## src/rtl/ram2_arbiter.sv

```systemverilog
// Arbitrates the single RAM2 controller port between INIT, MEM and IF requesters.
// Fixed priority INIT > MEM > IF, with an IF starvation guard and a downstream watchdog.
module ram2_arbiter #(
    parameter int STARVE_LIMIT = 4,
    parameter int TIMEOUT      = 255
) (
    input  logic        clk,
    input  logic        rst,
    input  logic        init_req,
    input  logic [15:0] init_addr,
    input  logic [15:0] init_data,
    output logic        init_done,
    input  logic        mem_req,
    input  logic        mem_wr,
    input  logic [15:0] mem_addr,
    input  logic [15:0] mem_wdata,
    output logic        mem_done,
    output logic [15:0] mem_rdata,
    input  logic        if_req,
    input  logic [15:0] if_addr,
    output logic        if_done,
    output logic [15:0] if_rdata,
    output logic        ram_need_to_work,
    output logic        ram_wr,
    output logic [15:0] ram_addr,
    output logic [15:0] ram_wdata,
    input  logic        ram_work_done,
    input  logic [15:0] ram_work_res,
    output logic        hold,
    output logic        err,
    output logic [15:0] status
);

    localparam logic [1:0] S_IDLE    = 2'd0;
    localparam logic [1:0] S_BUSY    = 2'd1;
    localparam logic [1:0] S_RELEASE = 2'd2;

    localparam logic [1:0] OWN_NONE = 2'd0;
    localparam logic [1:0] OWN_INIT = 2'd1;
    localparam logic [1:0] OWN_MEM  = 2'd2;
    localparam logic [1:0] OWN_IF   = 2'd3;

    localparam int             TW         = (TIMEOUT > 1) ? $clog2(TIMEOUT + 1) : 1;
    // Counter holds completed BUSY cycles, so this value marks the last permitted one.
    localparam logic [TW-1:0]  TMO_LAST   = TW'(TIMEOUT - 1);
    localparam logic [2:0]     STARVE_MAX = 3'(STARVE_LIMIT);

    logic [1:0]    r_state;
    logic [1:0]    r_owner;
    logic          r_wr;
    logic [15:0]   r_addr;
    logic [15:0]   r_wdata;
    logic [15:0]   r_mem_rdata;
    logic [15:0]   r_if_rdata;
    logic [TW-1:0] r_tmo;
    logic [2:0]    r_starve_cnt;
    logic [7:0]    r_grant_cnt;
    logic          r_err;

    logic [1:0]    w_winner;
    logic          w_sel_wr;
    logic [15:0]   w_sel_addr;
    logic [15:0]   w_sel_wdata;
    logic          w_release;
    logic          w_tmo_hit;
    logic [15:0]   w_result;

    // NOTE: every always_comb output gets a default first so no path can infer a latch.
    always_comb begin
        w_winner = OWN_NONE;
        if (init_req)
            w_winner = OWN_INIT;
        else if (if_req && r_starve_cnt == STARVE_MAX)
            w_winner = OWN_IF;
        else if (mem_req)
            w_winner = OWN_MEM;
        else if (if_req)
            w_winner = OWN_IF;
    end

    always_comb begin
        w_sel_wr    = 1'b0;
        w_sel_addr  = 16'h0000;
        w_sel_wdata = 16'h0000;
        case (w_winner)
            OWN_INIT: begin
                w_sel_wr    = 1'b1;
                w_sel_addr  = init_addr;
                w_sel_wdata = init_data;
            end
            OWN_MEM: begin
                w_sel_wr    = mem_wr;
                w_sel_addr  = mem_addr;
                w_sel_wdata = mem_wdata;
            end
            OWN_IF: begin
                w_sel_addr  = if_addr;
            end
            default: ;
        endcase
    end

    assign w_tmo_hit = (r_tmo == TMO_LAST);
    assign w_result  = ram_work_done ? ram_work_res : 16'hFFFF;

    // NOTE: state registers use non-blocking assignments so every update sees pre-edge values.
    always_ff @(posedge clk) begin
        if (rst) begin
            r_state      <= S_IDLE;
            r_owner      <= OWN_NONE;
            r_wr         <= 1'b0;
            r_addr       <= 16'h0000;
            r_wdata      <= 16'h0000;
            r_mem_rdata  <= 16'h0000;
            r_if_rdata   <= 16'h0000;
            r_tmo        <= '0;
            r_starve_cnt <= 3'd0;
            r_grant_cnt  <= 8'd0;
            r_err        <= 1'b0;
        end else begin
            case (r_state)
                S_IDLE: begin
                    if (!if_req)
                        r_starve_cnt <= 3'd0;
                    if (w_winner != OWN_NONE) begin
                        r_owner <= w_winner;
                        r_wr    <= w_sel_wr;
                        r_addr  <= w_sel_addr;
                        r_wdata <= w_sel_wdata;
                        r_tmo   <= '0;
                        r_state <= S_BUSY;
                        if (w_winner == OWN_IF)
                            r_starve_cnt <= 3'd0;
                        else if (w_winner == OWN_MEM && if_req && r_starve_cnt < STARVE_MAX)
                            r_starve_cnt <= r_starve_cnt + 3'd1;
                    end
                end
                S_BUSY: begin
                    // A completion in the same cycle as the timeout takes precedence.
                    if (ram_work_done || w_tmo_hit) begin
                        r_state <= S_RELEASE;
                        if (!ram_work_done)
                            r_err <= 1'b1;
                        if (r_owner == OWN_MEM)
                            r_mem_rdata <= w_result;
                        else if (r_owner == OWN_IF)
                            r_if_rdata <= w_result;
                    end else begin
                        r_tmo <= r_tmo + 1'b1;
                    end
                end
                S_RELEASE: begin
                    r_grant_cnt <= r_grant_cnt + 8'd1;
                    r_owner     <= OWN_NONE;
                    r_state     <= S_IDLE;
                end
                default: r_state <= S_IDLE;
            endcase
        end
    end

    assign w_release        = (r_state == S_RELEASE);
    assign init_done        = w_release && (r_owner == OWN_INIT);
    assign mem_done         = w_release && (r_owner == OWN_MEM);
    assign if_done          = w_release && (r_owner == OWN_IF);
    assign mem_rdata        = r_mem_rdata;
    assign if_rdata         = r_if_rdata;

    assign ram_need_to_work = (r_state == S_BUSY);
    assign ram_wr           = r_wr;
    assign ram_addr         = r_addr;
    assign ram_wdata        = r_wdata;

    assign hold   = (mem_req & ~mem_done) | (if_req & ~if_done) | init_req;
    assign err    = r_err;
    assign status = {r_state, r_owner, r_err, r_starve_cnt, r_grant_cnt};

endmodule
```

## config.mk

```make
export PLATFORM = sky130hd
export DESIGN_NAME = ram2_arbiter
export DESIGN_NICKNAME = d
export VERILOG_FILES = /design/src/rtl/ram2_arbiter.sv
export SDC_FILE = /design/constraint.sdc
export NUM_CORES = 1
export LEC_CHECK = 0
export CAP_MARGIN = 10
export CORE_MARGIN = 4
export CORE_UTILIZATION = 25
export CTS_CLUSTER_SIZE = 24
export DETAILED_ROUTE_END_ITERATION = 10
export SYNTH_ARGS = -nofsm -noshare
export SYNTH_HDL_FRONTEND = slang
export SYNTH_SLANG_ARGS = --single-unit
```

## constraint.sdc

```tcl
create_clock -name clk -period 2.6 [get_ports clk]
set_input_delay 0.52 -clock clk [delete_from_list [all_inputs] [get_ports clk]]
set_output_delay 0.52 -clock clk [all_outputs]
set_load 0.02 [all_outputs]
```

==> results.ini <==
[outcome]
result_of_the_run = finished, final reports clean

[synth]
async_flop_share = 0
post-synth-top-area-fraction = 0.457
synth-edff-count = 0
synth.net_count = 561
yosysWarnings = 0
ys_ff_latch = 89
yosysTopAreaCell = sky130_fd_sc_hd__dfxtp_1
avgSynthCellArea_um2 = 8.67
synth_ff_type = sky130_fd_sc_hd__dfxtp_1
synth_seq_area_share = 0.457
synth_area_leaders = sky130_fd_sc_hd__dfxtp_1, sky130_fd_sc_hd__nor2_1, sky130_fd_sc_hd__a22oi_1, sky130_fd_sc_hd__a221o_2, sky130_fd_sc_hd__a211oi_1
yosys.cell_types.count = 51
synthesized_instance_count = 450
mappedNetlistArea_mm2 = 0.00390

[cts]
post-cts-setup-buffers = 0
clock_sink_count = 89
cts_buf_count = 9
worstSkewPairLatency_ns = 0.35
tritoncts = yes
clk_transition_reported_paths_ns = 0.06
ctsRootBufferMaster = sky130_fd_sc_hd__clkbuf_16
htreeDepth = 3
deepest_clock_path_buffer_count = 2
cts_hold_buf = 0

[floorplanning]
coreArea_mm2 = 0.0153
die_w_um = 133
die_area_mm2 = 0.0177
die_h_um = 133
start_util = 0.256
count_of_standard_cell_rows = 45
top_level_ports = 190

[critical_path]
worstPathMaxFanout = 4
r2r_path_start = r_starve_cnt[1]
register_to_register_setup_slack_ns = 0.24
reg2reg_to = r_tmo[3]
crit_required_ns = 2.87
worst-setup-path-type = primary input to register
r2r.worst_path.cells = 11
critical_path_arrival_ns = 2.75
startpoint_type = primary input
end_kind = register

[route]
met2WireLength_mm = 6.17
detailroute.via_count = 4125
detail_route.drc_violations = 0
met1Wirelength_mm = 5.65
routed_wire_length_per_instance_um = 15.6
drt_first_iter_violations = 152
routed_wirelength_mm = 13.5
ant_nets = 0
drtPass1Iterations = 4
detail_route.vias_per_cell = 4.77
wl_met3_mm = 1.50
max_layer_used = met4

[placed_design]
post-dp-hpwl_mm = 10.0
gp_routability_congestion = 0.809
numPortBuffers = 189
dpl_worst_slack_ns = -0.393

[grt]
grt_max_degree = 54
grt_pass1_wl_mm = 21.7
grt_util_all_layers = 0.151
antenna_found_initial = 0
gr-total-overflow = 0
grt_pass1_vias = 4294

[min_path]
worst_hold_path_type = register to register
timing.hold.worst_endpoint = if_rdata[1]
min_from = if_rdata[1]
worst_hold_path_stage_count = 2

[layout]
layout.core_utilization = 0.428
num-fill-cells = 1516
layout-area-overhead-vs-synth_pct = 67.2
nNetsFinal = 762
layout_cells_sized_above_1 = 0.107
antennaDiodeCount = 0

[job]
cap_violations = 0

[sta]
worst_clock_skew_ns = 0.00792
slew_viols_final = 0
rsz_0062_raised_after_global_routing = false
fmax_mhz = 404
timing_worst_slew_pin_value_ns = 0.624
setup_total_negative_slack_ns = 0
timing.final.hold_violations = 0
period_minus_slack_ns = 2.48
slew-limit-headroom = 0.583
period_share = 0.953
timing.hold.ws_ns = 0.458
setup_failing_eps_final = 0
setup_ws_ns = 0.123

[power_and_ir_drop]
ir_drop_uv = 374
power.static_leakage_uw = 0.00237
total_power_divided_by_cell_area_mw_per_mm2 = 522
fin_total_pwr_uw = 3410

## per-stage QoR
step / instances / cell area (µm²)
final: 865 / 6520
after global placement: 851 / 6220
after floorplan: 450 / 3900
after CTS: 865 / 6520
after detailed placement: 851 / 6220
after global routing: 865 / 6520
## area by class of cell
type | instances | area [µm²] | area share
flip-flops and latches | 89 | 1780 | 0.273
clock inverters | 4 | 53.8 | 0.00825
well taps | 211 | 264 | 0.0405
repair buffers | 223 | 2210 | 0.338
clock buffers | 10 | 239 | 0.0366
inverters | 26 | 97.6 | 0.0150
multi-input cells | 302 | 1880 | 0.288
## cells by family after synthesis
group                    synth area share
multiplexers                      0.00545
flip-flops                          0.457
buffers and inverters              0.0644
AO/OA/AOI/OAI                       0.235
XOR/XNOR                           0.0180
adder cells (fa/ha/maj)            0.0257
AND/OR/NAND/NOR                     0.195
## Yosys cell counts, types with 4 or more instances
| cell type | n |
|---|---|
| sky130_fd_sc_hd__clkbuf_1 | 19 |
| sky130_fd_sc_hd__nand4_1 | 7 |
| sky130_fd_sc_hd__ha_1 | 8 |
| sky130_fd_sc_hd__a211oi_1 | 17 |
| sky130_fd_sc_hd__o21ai_0 | 15 |
| sky130_fd_sc_hd__nor2_1 | 69 |
| sky130_fd_sc_hd__a221o_1 | 4 |
| sky130_fd_sc_hd__xor2_1 | 6 |
| sky130_fd_sc_hd__nand2_1 | 27 |
| sky130_fd_sc_hd__a31oi_1 | 19 |
| sky130_fd_sc_hd__a22oi_1 | 32 |
| sky130_fd_sc_hd__or4_1 | 4 |
| sky130_fd_sc_hd__nor3_1 | 23 |
| sky130_fd_sc_hd__dfxtp_1 | 89 |
| sky130_fd_sc_hd__inv_1 | 26 |
| sky130_fd_sc_hd__a21oi_1 | 13 |
| sky130_fd_sc_hd__buf_2 | 8 |
| sky130_fd_sc_hd__nand3_1 | 6 |
| sky130_fd_sc_hd__a221o_2 | 12 |
## power breakdown
group / switching, µW / internal, µW / total, µW
logic: 307 / 353 / 660
clock network: 538 / 763 / 1300
registers: 35.4 / 1410 / 1450
## how the worst max path moves through the flow
stage,startpoint,endpoint,slack [ns]
floorplan,r_starve_cnt[0],ram_addr[10],0.06
global placement,mem_req,r_tmo[0],-0.28
detailed placement,mem_req,r_tmo[0],-0.39
CTS,if_req,ram_wdata[7],0.04
global route,mem_req,ram_addr[3],0.004
finish,mem_req,r_starve_cnt[1],0.12
## metal layers
layer,vias up,global-route usage
li1,2022,-
met1,1901,0.172
met2,187,0.252
met3,15,0.0673
met4,0,0.0491
met5,-,0
## cell usage in the layout (no fill, tap or decap), types with 2 or more instances in the layout
cell type / n
sky130_fd_sc_hd__nor3_1: 23
sky130_fd_sc_hd__a31oi_1: 19
sky130_fd_sc_hd__a211oi_1: 17
sky130_fd_sc_hd__nand2b_1: 2
sky130_fd_sc_hd__o21ai_0: 14
sky130_fd_sc_hd__and2_1: 2
sky130_fd_sc_hd__ha_1: 8
sky130_fd_sc_hd__o211ai_1: 3
sky130_fd_sc_hd__nand3_1: 6
sky130_fd_sc_hd__dfxtp_1: 89
sky130_fd_sc_hd__a22oi_1: 32
sky130_fd_sc_hd__buf_12: 5
sky130_fd_sc_hd__clkinvlp_4: 2
sky130_fd_sc_hd__o31ai_1: 3
sky130_fd_sc_hd__xor2_1: 6
sky130_fd_sc_hd__or3_1: 2
sky130_fd_sc_hd__nor2_1: 67
sky130_fd_sc_hd__buf_4: 29
sky130_fd_sc_hd__nor3b_1: 2
sky130_fd_sc_hd__and3_1: 3
sky130_fd_sc_hd__a221o_1: 4
sky130_fd_sc_hd__nand2_1: 27
sky130_fd_sc_hd__inv_1: 26
sky130_fd_sc_hd__clkdlybuf4s50_1: 186
sky130_fd_sc_hd__clkbuf_16: 9
sky130_fd_sc_hd__a221o_2: 12
sky130_fd_sc_hd__or4_1: 4
sky130_fd_sc_hd__xnor2_1: 2
sky130_fd_sc_hd__a21oi_1: 13
sky130_fd_sc_hd__nand4_1: 7
## registers in the layout (all words and copies together), names as in the netlist, 2 cells and up
register and count:
r_owner 2, r_tmo 8, ram_addr 16, r_grant_cnt 8, r_state 2, if_rdata 16
r_starve_cnt 3, mem_rdata 16, ram_wdata 16
## worst max-delay path: stages
cell	delay (ns)
sky130_fd_sc_hd__clkdlybuf4s50_1	0.47
sky130_fd_sc_hd__buf_4	0.13
sky130_fd_sc_hd__nor2_1	0.05
sky130_fd_sc_hd__nor2_1	0.15
sky130_fd_sc_hd__inv_1	0.08
sky130_fd_sc_hd__ha_1	0.22
sky130_fd_sc_hd__or4_4	0.52
sky130_fd_sc_hd__a2111o_1	0.43
sky130_fd_sc_hd__o22ai_1	0.16
## repair_timing
action / 4_1_cts / 5_1_grt
pin swaps: 0 / 1
resized for setup: 2 / 5
setup endpoints to repair: 7 / 33
Power figures use the tool's default switching activity.
